### src/rtl/mmio_pkg.sv
// Shared types and constants for the mmio arbiter slice.
package mmio_pkg;

  localparam int ADDR_W = 32;
  localparam int DATA_W = 32;
  localparam int CNT_W  = 8;

  // Read data returned when the register block never answers.
  localparam logic [DATA_W-1:0] TIMEOUT_DATA = 32'hDEAD_BEEF;

  typedef enum logic [1:0] {
    IDLE  = 2'd0,
    ISSUE = 2'd1,
    WAIT  = 2'd2,
    RESP  = 2'd3
  } state_t;

  // Increment that sticks at all-ones instead of wrapping.
  function automatic logic [CNT_W-1:0] sat_inc(input logic [CNT_W-1:0] v);
    return (v == '1) ? v : v + 1'b1;
  endfunction

endpackage

### src/rtl/rr_arbiter.sv
// Combinational round-robin pick: first requester at or after ptr, with wrap.
// The caller owns the pointer and decides when it advances.
module rr_arbiter #(
  parameter  int NUM_REQ = 2,
  localparam int IDX_W   = $clog2(NUM_REQ)
) (
  input  logic [NUM_REQ-1:0] req,
  input  logic [IDX_W-1:0]   ptr,
  input  logic               en,
  output logic [NUM_REQ-1:0] grant,
  output logic [IDX_W-1:0]   grant_idx
);

  logic [2*NUM_REQ-1:0] w_dbl;
  logic [NUM_REQ-1:0]   w_rot;
  logic [NUM_REQ-1:0]   w_tmp;
  logic [IDX_W-1:0]     w_off;
  logic [IDX_W:0]       w_sum;
  logic                 w_any;

  // Rotate so that the requester at ptr sits in bit 0.
  assign w_dbl = {req, req} >> ptr;
  assign w_rot = w_dbl[NUM_REQ-1:0];
  assign w_any = en & (|req);

  // Offset of the lowest set bit of the rotated vector.
  always_comb begin
    // NOTE: every combinational output gets a default before any branch,
    // otherwise an unassigned path turns into a latch.
    w_off = '0;
    w_tmp = '0;
    for (int j = NUM_REQ - 1; j >= 0; j--) begin
      w_tmp = w_rot >> j;
      if (w_tmp[0]) w_off = IDX_W'(j);
    end
  end

  // Map the offset back to an absolute index and build the one-hot grant.
  always_comb begin
    w_sum = {1'b0, ptr} + {1'b0, w_off};
    if (w_sum >= (IDX_W + 1)'(NUM_REQ)) w_sum = w_sum - (IDX_W + 1)'(NUM_REQ);
    grant_idx = w_sum[IDX_W-1:0];
    grant     = '0;
    if (w_any) grant[grant_idx] = 1'b1;
  end

endmodule

### src/rtl/mmio_arbiter.sv
// Shares one mmio register block between NUM_REQ masters, one transaction
// at a time, round-robin. Reads wait for rd_valid_in or time out.
module mmio_arbiter
  import mmio_pkg::*;
#(
  parameter int NUM_REQ        = 2,
  parameter int TIMEOUT_CYCLES = 16
) (
  input  logic                           clk,
  input  logic                           rst,
  input  logic [NUM_REQ-1:0][ADDR_W-1:0] req_addr_in,
  input  logic [NUM_REQ-1:0][DATA_W-1:0] req_data_in,
  input  logic [NUM_REQ-1:0]             req_wr_in,
  input  logic [NUM_REQ-1:0]             req_rd_in,
  output logic [NUM_REQ-1:0]             req_ready_out,
  output logic [NUM_REQ-1:0]             rsp_valid_out,
  output logic [DATA_W-1:0]              rsp_data_out,
  output logic                           rsp_err_out,
  output logic [ADDR_W-1:0]              addr_out,
  output logic [DATA_W-1:0]              data_out,
  output logic                           wr_out,
  output logic                           rd_out,
  input  logic                           rd_valid_in,
  input  logic [DATA_W-1:0]              data_in
);

  localparam int IDX_W = $clog2(NUM_REQ);
  localparam logic [CNT_W-1:0] TIMEOUT_LIM = CNT_W'(TIMEOUT_CYCLES);

  state_t             r_state;
  state_t             w_state_next;
  logic [IDX_W-1:0]   r_rr_ptr;
  logic [IDX_W-1:0]   r_owner;
  logic               r_is_wr;
  logic [ADDR_W-1:0]  r_addr;
  logic [DATA_W-1:0]  r_data;
  logic [CNT_W-1:0]   r_cnt;
  logic [DATA_W-1:0]  r_rsp_data;
  logic               r_rsp_err;

  logic [NUM_REQ-1:0] w_pending;
  logic [NUM_REQ-1:0] w_grant;
  logic [IDX_W-1:0]   w_grant_idx;
  logic               w_arb_en;
  logic               w_accept;
  logic [IDX_W:0]     w_ptr_inc;
  logic [IDX_W-1:0]   w_ptr_next;
  logic [CNT_W-1:0]   w_cnt_inc;
  logic               w_timeout;

  assign w_pending = req_wr_in | req_rd_in;
  assign w_arb_en  = (r_state == IDLE) & ~rst;

  rr_arbiter #(.NUM_REQ(NUM_REQ)) u_rr (
    .req       (w_pending),
    .ptr       (r_rr_ptr),
    .en        (w_arb_en),
    .grant     (w_grant),
    .grant_idx (w_grant_idx)
  );

  assign req_ready_out = w_grant;
  assign w_accept      = |w_grant;

  // Pointer moves to the requester after the winner, wrapping at NUM_REQ.
  assign w_ptr_inc  = {1'b0, w_grant_idx} + (IDX_W + 1)'(1);
  assign w_ptr_next = (w_ptr_inc == (IDX_W + 1)'(NUM_REQ)) ? '0 : w_ptr_inc[IDX_W-1:0];

  // Timeout fires on the WAIT cycle whose increment reaches the limit.
  assign w_cnt_inc = sat_inc(r_cnt);
  assign w_timeout = (w_cnt_inc >= TIMEOUT_LIM);

  assign addr_out     = r_addr;
  assign data_out     = r_data;
  assign rsp_data_out = r_rsp_data;

  // State register.
  always_ff @(posedge clk) begin
    // NOTE: sequential state uses non-blocking assignments so every flop
    // samples pre-edge values regardless of block ordering.
    if (rst) r_state <= IDLE;
    else     r_state <= w_state_next;
  end

  // Next-state and strobe decode; everything is forced quiet while in reset.
  always_comb begin
    w_state_next  = r_state;
    wr_out        = 1'b0;
    rd_out        = 1'b0;
    rsp_valid_out = '0;
    rsp_err_out   = 1'b0;
    if (!rst) begin
      case (r_state)
        IDLE: begin
          if (w_accept) w_state_next = ISSUE;
        end
        ISSUE: begin
          if (r_is_wr) begin
            wr_out       = 1'b1;
            w_state_next = IDLE;
          end else begin
            rd_out       = 1'b1;
            w_state_next = rd_valid_in ? RESP : WAIT;
          end
        end
        WAIT: begin
          if (rd_valid_in || w_timeout) w_state_next = RESP;
        end
        RESP: begin
          rsp_valid_out[r_owner] = 1'b1;
          rsp_err_out            = r_rsp_err;
          w_state_next           = IDLE;
        end
        default: w_state_next = IDLE;
      endcase
    end
  end

  // Transaction capture, timeout counter and response data.
  always_ff @(posedge clk) begin
    if (rst) begin
      r_rr_ptr   <= '0;
      r_owner    <= '0;
      r_is_wr    <= 1'b0;
      r_addr     <= '0;
      r_data     <= '0;
      r_cnt      <= '0;
      r_rsp_data <= '0;
      r_rsp_err  <= 1'b0;
    end else begin
      if (w_accept) begin
        r_owner  <= w_grant_idx;
        r_is_wr  <= req_wr_in[w_grant_idx];
        r_addr   <= req_addr_in[w_grant_idx];
        r_data   <= req_data_in[w_grant_idx];
        r_rr_ptr <= w_ptr_next;
      end
      case (r_state)
        ISSUE: begin
          r_cnt <= '0;
          if (!r_is_wr && rd_valid_in) begin
            r_rsp_data <= data_in;
            r_rsp_err  <= 1'b0;
          end
        end
        WAIT: begin
          if (rd_valid_in) begin
            r_rsp_data <= data_in;
            r_rsp_err  <= 1'b0;
          end else begin
            r_cnt <= w_cnt_inc;
            if (w_timeout) begin
              r_rsp_data <= TIMEOUT_DATA;
              r_rsp_err  <= 1'b1;
            end
          end
        end
        default: ;
      endcase
    end
  end

endmodule

### config.mk
export PLATFORM = sky130hd
export DESIGN_NAME = mmio_arbiter
export DESIGN_NICKNAME = d
export VERILOG_FILES = /design/src/rtl/mmio_pkg.sv /design/src/rtl/rr_arbiter.sv /design/src/rtl/mmio_arbiter.sv
export SDC_FILE = /design/constraint.sdc
export NUM_CORES = 1
export LEC_CHECK = 0
export ABC_AREA = 1
export CAP_MARGIN = 20
export CORE_UTILIZATION = 42
export CTS_CLUSTER_DIAMETER = 40
export CTS_CLUSTER_SIZE = 25
export DETAILED_ROUTE_END_ITERATION = 10
export PLACE_DENSITY_LB_ADDON = 0.1
export SLEW_MARGIN = 25
export SYNTH_ARGS = -nofsm -noshare
export SYNTH_HDL_FRONTEND = slang
export SYNTH_SLANG_ARGS = --single-unit
export TNS_END_PERCENT = 20
### constraint.sdc
create_clock -name clk -period 4.16 [get_ports clk]
set_input_delay 0.832 -clock clk [delete_from_list [all_inputs] [get_ports clk]]
set_output_delay 0.832 -clock clk [all_outputs]
set_load 0.02 [all_outputs]
==> Flow_metrics.wiki, run 1 <==
{| class="wikitable"
! Metric !! Value
|-
| Result of the run || complete, no violations
|-
| Mean cell area of the mapped netlist || a little under 7 um2
|-
| Critical path cell sequence || clkdlybuf4s50_1 -> inv_1 -> nand2_1 -> o21ai_2 -> nor2_1 -> clkinv_1 -> nor2_4 -> clkdlybuf4s50_1
|-
| CTS H-tree lvls || 3
|-
| Final Net Count || around 1100
|-
| Most used cells in the layout excluding fill and tap cells || sky130_fd_sc_hd__clkdlybuf4s50_1, sky130_fd_sc_hd__nand2_1, sky130_fd_sc_hd__dfxtp_1, sky130_fd_sc_hd__nor2_1, sky130_fd_sc_hd__inv_1
|-
| Post-route DRC violation count || 0
|-
| Fraction of synthesized cell area in xor and xnor cells || 0
|-
| Maximum count of clock buffers along a single path || 2
|-
| Total congestion overflow after global routing || 0
|-
| Routed wire length per instance || approximately 15 um
|-
| Area of the die || about 12000 um2
|-
| Setup repair after global routing missed its margin || no
|-
| Maxcap violations || 0
|-
| Clock skew after layout || 0.0100 ns
|-
| TritonCTS Buffers || 9
|-
| Routed vias/inst || 4.98
|-
| Antenna-violating nets left || 0
|-
| Adder-cell share of the synthesized area || 0.0129
|-
| Most common cell after layout, fill and taps aside || sky130_fd_sc_hd__clkdlybuf4s50_1
|-
| Peak VDD IR || 0.354 mV
|-
| Fraction of post-synthesis cell area in the top cell type by area || 0.453
|-
| Setup CP Type || in -> out
|-
| Highest achievable clock rate || 281 MHz
|-
| Clock-pin slew reported for the worst setup and hold paths after clock tree synthesis || 0.07 ns
|-
| Placed wire-length estimate || 11900 um
|-
| Starting density of the core || 0.439
|-
| Cell mode on critical path || sky130_fd_sc_hd__clkdlybuf4s50_1
|-
| Critical-path top delay cell || sky130_fd_sc_hd__clkdlybuf4s50_1
|-
| Vias in the first global route || 5288
|-
| Number of warnings issued by yosys || 0
|-
| Setup TNS || 0 ns
|-
| Routability cong. || about 0.85
|-
| Critical Path Fanout Max || 5
|-
| Area growth from synthesis to layout || 62.2%
|-
| Die Y-Extent || 110 um
|-
| Overall die width || 110 um
|-
| Final hold slack || 0.476 ns
|-
| Mapped Nets || 873
|-
| Pwr per Cell Area || 604 nW/um2
|-
| Fin crit period || ~3.6 ns
|-
| Count of inserted antenna diode cells || 0
|-
| Max-slew violation count || 0
|-
| Clock insertion delay at the later pin of the skew report || 0.34 ns
|-
| Cells taking the most area after synthesis || sky130_fd_sc_hd__dfxtp_1, sky130_fd_sc_hd__nand2_1, sky130_fd_sc_hd__nor2_1, sky130_fd_sc_hd__a31oi_1, sky130_fd_sc_hd__inv_1
|-
| Worst slew margin relative to its limit || 0.537
|-
| Core Box Area || 11100 um2
|-
| Compound-gate portion of the synthesized area || 0.131
|-
| Total global-route track usage || 0.267
|-
| Final hold violations || 0
|-
| Cell leakage power || 3.22 nW
|-
| Number of buffers inserted by post-CTS setup repair || 0
|-
| Number of flops mapped to enable cells by yosys || 0
|-
| Type of the tightest min-delay check || reg -> reg
|-
| TritonCTS clock tree || built
|-
| Largest net degree at the start of global routing || 66
|-
| Number of clock sinks || 110
|-
| Data required time of the worst path || 3.33 ns
|-
| Pin slew with the least headroom to its limit || 0.694 ns
|-
| Setup slack of the worst register-to-register path || between 1.5 and 2 ns
|-
| Worst Path Arrival || ~2.7 ns
|-
| Number of distinct library cell variants in the gate-level netlist after synthesis || 35
|-
| Share of cell area taken by muxes after synthesis || 0
|-
| Number of top-level pins || 270
|-
| Mapped Cells || 701
|-
| # hold bufs at CTS || 0
|-
| # rows || 38
|-
| Total number of vias || ~5400
|-
| PostCTS Resize Cnt || 0
|-
| Setup violation total in the final timing report || 0
|-
| First-pass DRT Iterations || 5
|-
| Share of layout cells above drive strength 1 || 0.0378
|-
| Area of the mapped netlist || 4860 um2
|-
| Largest family of logic cells by synthesized area || simple AND/OR/NAND/NOR gates
|-
| Largest area contributor in the synthesized netlist || sky130_fd_sc_hd__dfxtp_1
|-
| Root buf cell || sky130_fd_sc_hd__clkbuf_16
|-
| Antenna violations before repair || 0
|-
| Most used flip-flop cell after synthesis || sky130_fd_sc_hd__dfxtp_1
|-
| CP Capture Type || output port
|-
| Wire length after detailed routing || 16200 um
|-
| Element type at the critical path start || input port
|-
| Wire length of the first global-routing pass || 24800 um
|-
| Iteration-0 DRC count of the detailed router || 328
|-
| Flip-flop and latch count after synthesis || 110
|-
| Port Buffer Count || 269
|-
| Fraction of the yosys area taken by sequential cells || 0.453
|-
| Area share of and/or/nand/nor cells after synthesis || 0.305
|-
| Period utilisation layout || 0.857
|-
| CP peak stage delay || approximately 0.65 ns
|-
| Share of async-settable or async-resettable flops after synthesis || 0
|}
per-stage QoR:
stage	std cells	setup WS (ns)	utilization	area, um2	power, mW
final	1092	0.595	0.712	7890	4.76
after global routing	1092	0.463	0.712	7890	5.09
after CTS	1092	0.606	0.712	7890	4.80
after detailed placement	1076	0.606	0.683	7560	3.85
after global placement	1076	0.656	0.683	7560	3.76
after floorplan	701	1.48	-	4860	2.94
layout make-up:
cell class	instances	area [um2]
clock inverter	7	101
fill	922	3190
multi-input combinational	481	2190
inverter	70	263
tap	140	175
timing repair buffer	275	2730
clock buffer	9	225
sequential	110	2200
worst max-delay path: cells and delay by family:
| kind | cells | cell delay [ns] |
|---|---|---|
| AND/OR/NAND/NOR | 3 | 0.50 |
| buffers and inverters | 4 | 1.33 |
| AO/OA/AOI/OAI | 1 | 0.08 |
power breakdown:
group | internal [mW] | switching (mW) | leakage, nW
clock | 0.536 | 0.411 | 0.158
combinational | 0.964 | 1.33 | 2.16
sequential | 1.36 | 0.164 | 0.903
total | 2.85 | 1.91 | 3.22
path summary, 6_finish.rpt:
| check | cells past startpoint | to | startpoint |
|---|---|---|---|
| hold reg to reg | 2 | r_rsp_err | r_rsp_err |
| hold / removal | 2 | r_rsp_err | r_rsp_err |
| setup / recovery | 8 | req_ready_out[0] | req_wr_in[1] |
| setup reg to reg | 12 | rsp_data_out[4] | r_state[0] |
cell families after synthesis:
family,after synthesis
DFF,110
AOI/OAI and AO/OA,100
and+or+nand+nor,376
buffers and inverters,110
adders and majority gates,5
per-layer routing:
layer | GRT usage | routed length (um) | vias to the layer above
li1 | - | - | 2689
met2 | 0.472 | 8140 | 229
met5 | 0 | 0 | -
met3 | 0.0812 | 1390 | 35
met4 | 0.125 | 567 | 0
met1 | 0.291 | 6120 | 2490
cells in the mapped netlist (2+ instances only):
cell                       instances
sky130_fd_sc_hd__o21ai_1           6
sky130_fd_sc_hd__nand2_1         264
sky130_fd_sc_hd__inv_1            68
sky130_fd_sc_hd__buf_1             4
sky130_fd_sc_hd__nor2_1           85
sky130_fd_sc_hd__ha_1              5
sky130_fd_sc_hd__dfxtp_1         110
sky130_fd_sc_hd__or2_2             2
sky130_fd_sc_hd__inv_2             2
sky130_fd_sc_hd__clkbuf_1         13
sky130_fd_sc_hd__a211oi_1          3
sky130_fd_sc_hd__o21ai_0           8
sky130_fd_sc_hd__nand3_1          13
sky130_fd_sc_hd__a31oi_1          43
sky130_fd_sc_hd__buf_6             6
sky130_fd_sc_hd__nand3_4           2
sky130_fd_sc_hd__nor3_1            5
sky130_fd_sc_hd__buf_2            17
sky130_fd_sc_hd__a22oi_1          12
sky130_fd_sc_hd__a21oi_1          18
sequential cells by signal, summed over array words and instances, names as in the netlist, named ones only:
name,cells
r_rsp_err,1
r_state,1
r_rr_ptr,1
r_owner,1
data_out,32
addr_out,32
r_is_wr,1
r_cnt,8
rsp_data_out,32
(Power assumes the default switching activity.)
==> run 2: changes to the inputs <==
- CAP_MARGIN: 20 -> 25
- RECOVER_POWER: default -> 25
==> run 2 against run 1 <==
Compared with the run above: core utilization is 0.10 points lower; clock power is 0.5% lower; count of clock-buffer cells in the layout unchanged.
==> Flow_metrics.wiki, run 2 (synthesis results as in run 1) <==
{| class="wikitable"
! Metric !! Value
|-
| Endpoint of the most critical register-to-register path || rsp_data_out[4]
|-
| Filler instances || slightly above 900
|-
| Setup CP Type || in -> out
|-
| Antenna-violating nets left || 0
|-
| First-pass DRT Iterations || 5
|-
| Part of the power in the clock network || 0.201
|-
| # rows || 38
|-
| Most common cell after layout, fill and taps aside || sky130_fd_sc_hd__nand2_1
|-
| Clock skew after layout || 0.00961 ns
|-
| Wire length after detailed routing || approximately 16000 um
|-
| Routed wire length per instance || 14.8 um
|-
| Antenna violations before repair || 0
|-
| Maxcap violations || 0
|-
| TritonCTS clock tree || built
|-
| Data required time of the worst path || 3.33 ns
|-
| Element type at the critical path start || input port
|-
| PostCTS Resize Cnt || 0
|-
| Most used cells in the layout excluding fill and tap cells || sky130_fd_sc_hd__nand2_1, sky130_fd_sc_hd__clkdlybuf4s50_1, sky130_fd_sc_hd__dfxtp_1, sky130_fd_sc_hd__nor2_1, sky130_fd_sc_hd__inv_1
|-
| Path depth of the worst reg2reg path || 12
|-
| Setup TNS || 0 ns
|-
| Cell count after placement || 1076
|-
| Maximum count of clock buffers along a single path || 2
|-
| Root buf cell || sky130_fd_sc_hd__clkbuf_16
|-
| Beginning of the worst register-to-register path || r_state[0]
|-
| Setup repair after global routing missed its margin || no
|-
| Routed vias/inst || 4.98
|-
| Total congestion overflow after global routing || 0
|-
| Min-delay src || r_rsp_err
|-
| Cell internal pwr || 2.80 mW
|-
| Clock insertion delay at the later pin of the skew report || ~0.34 ns
|-
| Final hold violations || 0
|-
| Total global-route track usage || 0.267
|-
| Setup violation total in the final timing report || 0
|-
| Number of top-level pins || 270
|-
| Peak VDD IR || 0.353 mV
|-
| Net switching share of the total power || 0.404
|-
| Critical-path top delay cell || sky130_fd_sc_hd__clkdlybuf4s50_1
|-
| Type of the tightest min-delay check || reg -> reg
|-
| Setup slack of the worst register-to-register path || 1.50 ns
|-
| Share of layout cells above drive strength 1 || 0.0368
|-
| Final WS setup || ~0.60 ns
|-
| Cell leakage power || around 3.4 nW
|-
| Clock-pin slew reported for the worst setup and hold paths after clock tree synthesis || 0.07 ns
|-
| Result of the run || complete, no violations
|-
| CTS H-tree lvls || 3
|-
| CP peak stage delay || 0.65 ns
|-
| Max-slew violation count || 0
|-
| Die Y-Extent || 110 um
|-
| Met3 Routed Length || roughly 1400 um
|-
| Number of clock sinks || 110
|-
| Largest net degree at the start of global routing || 66
|-
| CP Capture Type || output port
|-
| Worst Hold Depth || 2
|-
| Final Net Count || 1119
|-
| Hold EP || r_rsp_err
|-
| Register area || around 2200 um2
|-
| Switching power total || 1.90 mW
|-
| Iteration-0 DRC count of the detailed router || 335
|-
| Area growth from synthesis to layout || 62.0%
|-
| Worst slew margin relative to its limit || 0.542
|-
| WL met2 || 8060 um
|-
| Worst Path Arrival || 2.73 ns
|-
| Total number of vias || 5438
|-
| Wire length of the first global-routing pass || 24800 um
|-
| Fin crit period || 3.56 ns
|-
| Post-route DRC violation count || 0
|-
| Placed wire-length estimate || 11900 um
|-
| Total routed wire length on the met1 layer || 6120 um
|-
| Overall die width || 110 um
|-
| Final std cells w/o fill || 1092
|-
| # hold bufs at CTS || 0
|-
| Area of the die || 12000 um2
|-
| Uppermost metal layer occupied by signal nets || met4
|-
| Reg power frac || 0.322
|-
| Critical path cell sequence || clkdlybuf4s50_1 -> inv_1 -> nand2_1 -> o21ai_2 -> nor2_1 -> clkinv_1 -> nor2_4 -> clkdlybuf4s50_1
|-
| Vias in the first global route || 5288
|-
| Highest achievable clock rate || approximately 280 MHz
|-
| Worst setup slack before clock tree synthesis || 0.606 ns
|-
| Number of buffers inserted by post-CTS setup repair || 0
|-
| Count of inserted antenna diode cells || 0
|-
| TritonCTS Buffers || 9
|-
| Port Buffer Count || 269
|-
| Core Box Area || ~11000 um2
|-
| Pwr per Cell Area || 596 nW/um2
|-
| Proportion of power drawn by combinational gates || 0.477
|-
| Final hold slack || 0.476 ns
|-
| Routability cong. || between 0.8 and 0.9
|-
| Critical Path Fanout Max || 5
|-
| Footprint of the multi-input gates || 2180 um2
|-
| Starting density of the core || 0.439
|-
| Pin slew with the least headroom to its limit || 0.687 ns
|-
| Period utilisation layout || 0.855
|-
| Cell mode on critical path || sky130_fd_sc_hd__clkdlybuf4s50_1
|}
## run 2: worst max-delay path by stage
stage	start	to	slack (ns)	cells after the start
floorplan	req_rd_in[0]	req_ready_out[1]	1.48	8
global placement	req_wr_in[1]	req_ready_out[0]	0.66	8
detailed placement	req_wr_in[1]	req_ready_out[0]	0.61	8
CTS	req_wr_in[1]	req_ready_out[0]	0.61	8
global route	req_wr_in[1]	req_ready_out[0]	0.46	8
finish	req_wr_in[1]	req_ready_out[0]	0.60	8
## run 2: per-stage QoR
step	area (um2)	power [mW]	util
floorplan	4860	2.94	-
global placement	7560	3.76	0.683
CTS	7890	4.80	0.712
detailed placement	7560	3.85	0.683
global route	7880	5.03	0.711
finish	7880	4.70	0.711
## run 2: power by group through the flow
stage          combinational (mW)  sequential [mW]  clock [mW]
6_report                     2.24             1.51       0.942
5_1_grt                      2.48             1.55        1.01
4_1_cts                      2.32             1.52       0.962
3_5_place_dp                 2.31             1.54           0
3_3_place_gp                 2.24             1.52           0
2_1_floorplan                1.09             1.85           0
## run 2: layout make-up
cell class | instances | area share
tap | 140 | 0.0222
multi-input combinational | 481 | 0.277
clock inverter | 7 | 0.0129
sequential | 110 | 0.279
inverter | 70 | 0.0333
timing repair buffer | 275 | 0.347
clock buffer | 9 | 0.0286
## run 2: routing by layer
metal / up-vias / global-route usage
met3: 37 / 0.0812
met2: 234 / 0.472
li1: 2689 / -
met4: 0 / 0.125
met5: - / 0
met1: 2478 / 0.291
## run 2: worst max-delay path, delay by kind of cell
kind	cells	cell delay [ns]
and+or+nand+nor	3	0.49
AOI/OAI and AO/OA	1	0.08
buffers and inverters	4	1.33
==> run 3: changes to the inputs <==
- PLACE_DENSITY_LB_ADDON: 0.1 -> 0.2
==> run 3 against run 2 <==
Compared with the run above: largest cell class unchanged; total power fell by 2.2%; critical endpoint is now req_ready_out[1]; combinational power is essentially flat; die area stayed put; worst setup slack gained 0.096 ns; final area shrank 0.22%; via count is 3.6% lower.
==> Flow_metrics.wiki, run 3 (synthesis results as in run 1) <==
{| class="wikitable"
! Metric !! Value
|-
| Antenna-violating nets left || 0
|-
| Wire length after detailed routing || 15400 um
|-
| Worst slew margin relative to its limit || 0.508
|-
| Wire length of the first global-routing pass || 23600 um
|-
| Setup TNS || 0 ns
|-
| Peak VDD IR || 0.382 mV
|-
| # rows || 38
|-
| Routed wire length per instance || between 10 and 15 um
|-
| Number of buffers inserted by post-CTS setup repair || 0
|-
| Clock-pin slew reported for the worst setup and hold paths after clock tree synthesis || 0.07 ns
|-
| Final hold slack || 0.471 ns
|-
| Fin crit period || 3.46 ns
|-
| First-pass DRT Iterations || 4
|-
| Register area || 2200 um2
|-
| Port Buffer Count || 269
|-
| Cell leakage power || about 3.4 nW
|-
| Final total power || 4.59 mW
|-
| Number of top-level pins || 270
|-
| Antenna violations before repair || 0
|-
| Period utilisation layout || 0.832
|-
| Setup CP Type || in -> out
|-
| Max-slew violation count || 0
|-
| Worst setup slack before clock tree synthesis || 0.697 ns
|-
| Clock insertion delay at the later pin of the skew report || roughly 0.35 ns
|-
| Setup repair after global routing missed its margin || no
|-
| Overall die width || 110 um
|-
| Routability cong. || around 0.85
|-
| Data required time of the worst path || 3.33 ns
|-
| Maxcap violations || 0
|-
| Final hold violations || 0
|-
| Number of clock sinks || 110
|-
| Area growth from synthesis to layout || 61.6%
|-
| Share of layout cells above drive strength 1 || 0.0388
|-
| Pin slew with the least headroom to its limit || 0.731 ns
|-
| Placed wire-length estimate || 11000 um
|-
| Setup violation total in the final timing report || 0
|-
| Iteration-0 DRC count of the detailed router || 275
|-
| Element type at the critical path start || input port
|-
| Vias in the first global route || between 4000 and 5000
|-
| Post-route DRC violation count || 0
|-
| Routed vias/inst || 4.79
|-
| Worst Path Arrival || 2.63 ns
|-
| Final WS setup || 0.698 ns
|-
| TritonCTS Buffers || 9
|-
| Final std cells w/o fill || 1094
|-
| TritonCTS clock tree || built
|-
| Die Y-Extent || 110 um
|-
| Core Box Area || 11100 um2
|-
| Final Net Count || 1120
|-
| CTS H-tree lvls || 3
|-
| Largest net degree at the start of global routing || 67
|-
| Filler instances || 973
|-
| Total global-route track usage || 0.255
|-
| Maximum count of clock buffers along a single path || 2
|-
| Starting density of the core || 0.439
|-
| Clock skew after layout || 0.0180 ns
|-
| Highest achievable clock rate || 289 MHz
|-
| Total number of vias || 5242
|-
| Most used cells in the layout excluding fill and tap cells || sky130_fd_sc_hd__nand2_1, sky130_fd_sc_hd__clkdlybuf4s50_1, sky130_fd_sc_hd__dfxtp_1, sky130_fd_sc_hd__nor2_1, sky130_fd_sc_hd__inv_1
|-
| Footprint of the multi-input gates || between 2000 and 2500 um2
|-
| Cell count after placement || approximately 1100
|-
| Total congestion overflow after global routing || 0
|-
| PostCTS Resize Cnt || 0
|-
| Critical Path Fanout Max || 2
|-
| Root buf cell || sky130_fd_sc_hd__clkbuf_16
|-
| # hold bufs at CTS || 0
|-
| Pwr per Cell Area || 584 nW/um2
|-
| Result of the run || complete, no violations
|-
| Area of the die || roughly 12000 um2
|-
| CP Capture Type || output port
|-
| Type of the tightest min-delay check || reg -> reg
|-
| Most common cell after layout, fill and taps aside || sky130_fd_sc_hd__nand2_1
|}
==> run 3: path summary, 6_finish.rpt <==
kind	endpoint	cells after the start	start	slack, ns
setup / recovery	req_ready_out[1]	8	req_wr_in[0]	0.70
hold / removal	r_rsp_err	2	r_rsp_err	0.47
setup reg to reg	rsp_data_out[20]	12	r_state[0]	1.52
hold reg to reg	r_rsp_err	2	r_rsp_err	0.47
==> run 3: metal layers <==
layer  global-route usage  part of all wire  vias up
li1                     -                 -     2702
met1                0.285              0.40     2332
met2                0.438              0.49      186
met3               0.0877             0.089       22
met4                0.113             0.019        0
met5                    0                 0        -
==> run 3: critical path, stage by stage <==
cell and delay (ns):
sky130_fd_sc_hd__clkdlybuf4s50_1 0.41, sky130_fd_sc_hd__or2_2 0.29, sky130_fd_sc_hd__nand2_1 0.07, sky130_fd_sc_hd__o21ai_0 0.07, sky130_fd_sc_hd__inv_1 0.11, sky130_fd_sc_hd__nand2_1 0.09
sky130_fd_sc_hd__inv_2 0.07, sky130_fd_sc_hd__clkdlybuf4s50_1 0.69
==> run 3: power by group <==
group,total (mW),internal (mW),switching [mW]
clock,0.859,0.427,0.431
sequential,1.50,1.35,0.144
combinational,2.24,0.914,1.32
==> run 3: cell type report <==
cell class	instances	area share
inverters	70	0.0334
diodes	1	0.000318
multi-input cells	481	0.277
clock buffers	9	0.0286
clock inverters	7	0.00939
flip-flops and latches	110	0.280
well taps	140	0.0223
repair buffers	276	0.349
==> run 3: through the flow <==
stage                     area (um2)  utilization
after floorplan                 4860            -
after global placement          7570        0.683
after detailed placement        7570        0.683
after CTS                       7870        0.710
after global routing            7860        0.709
final                           7860        0.710
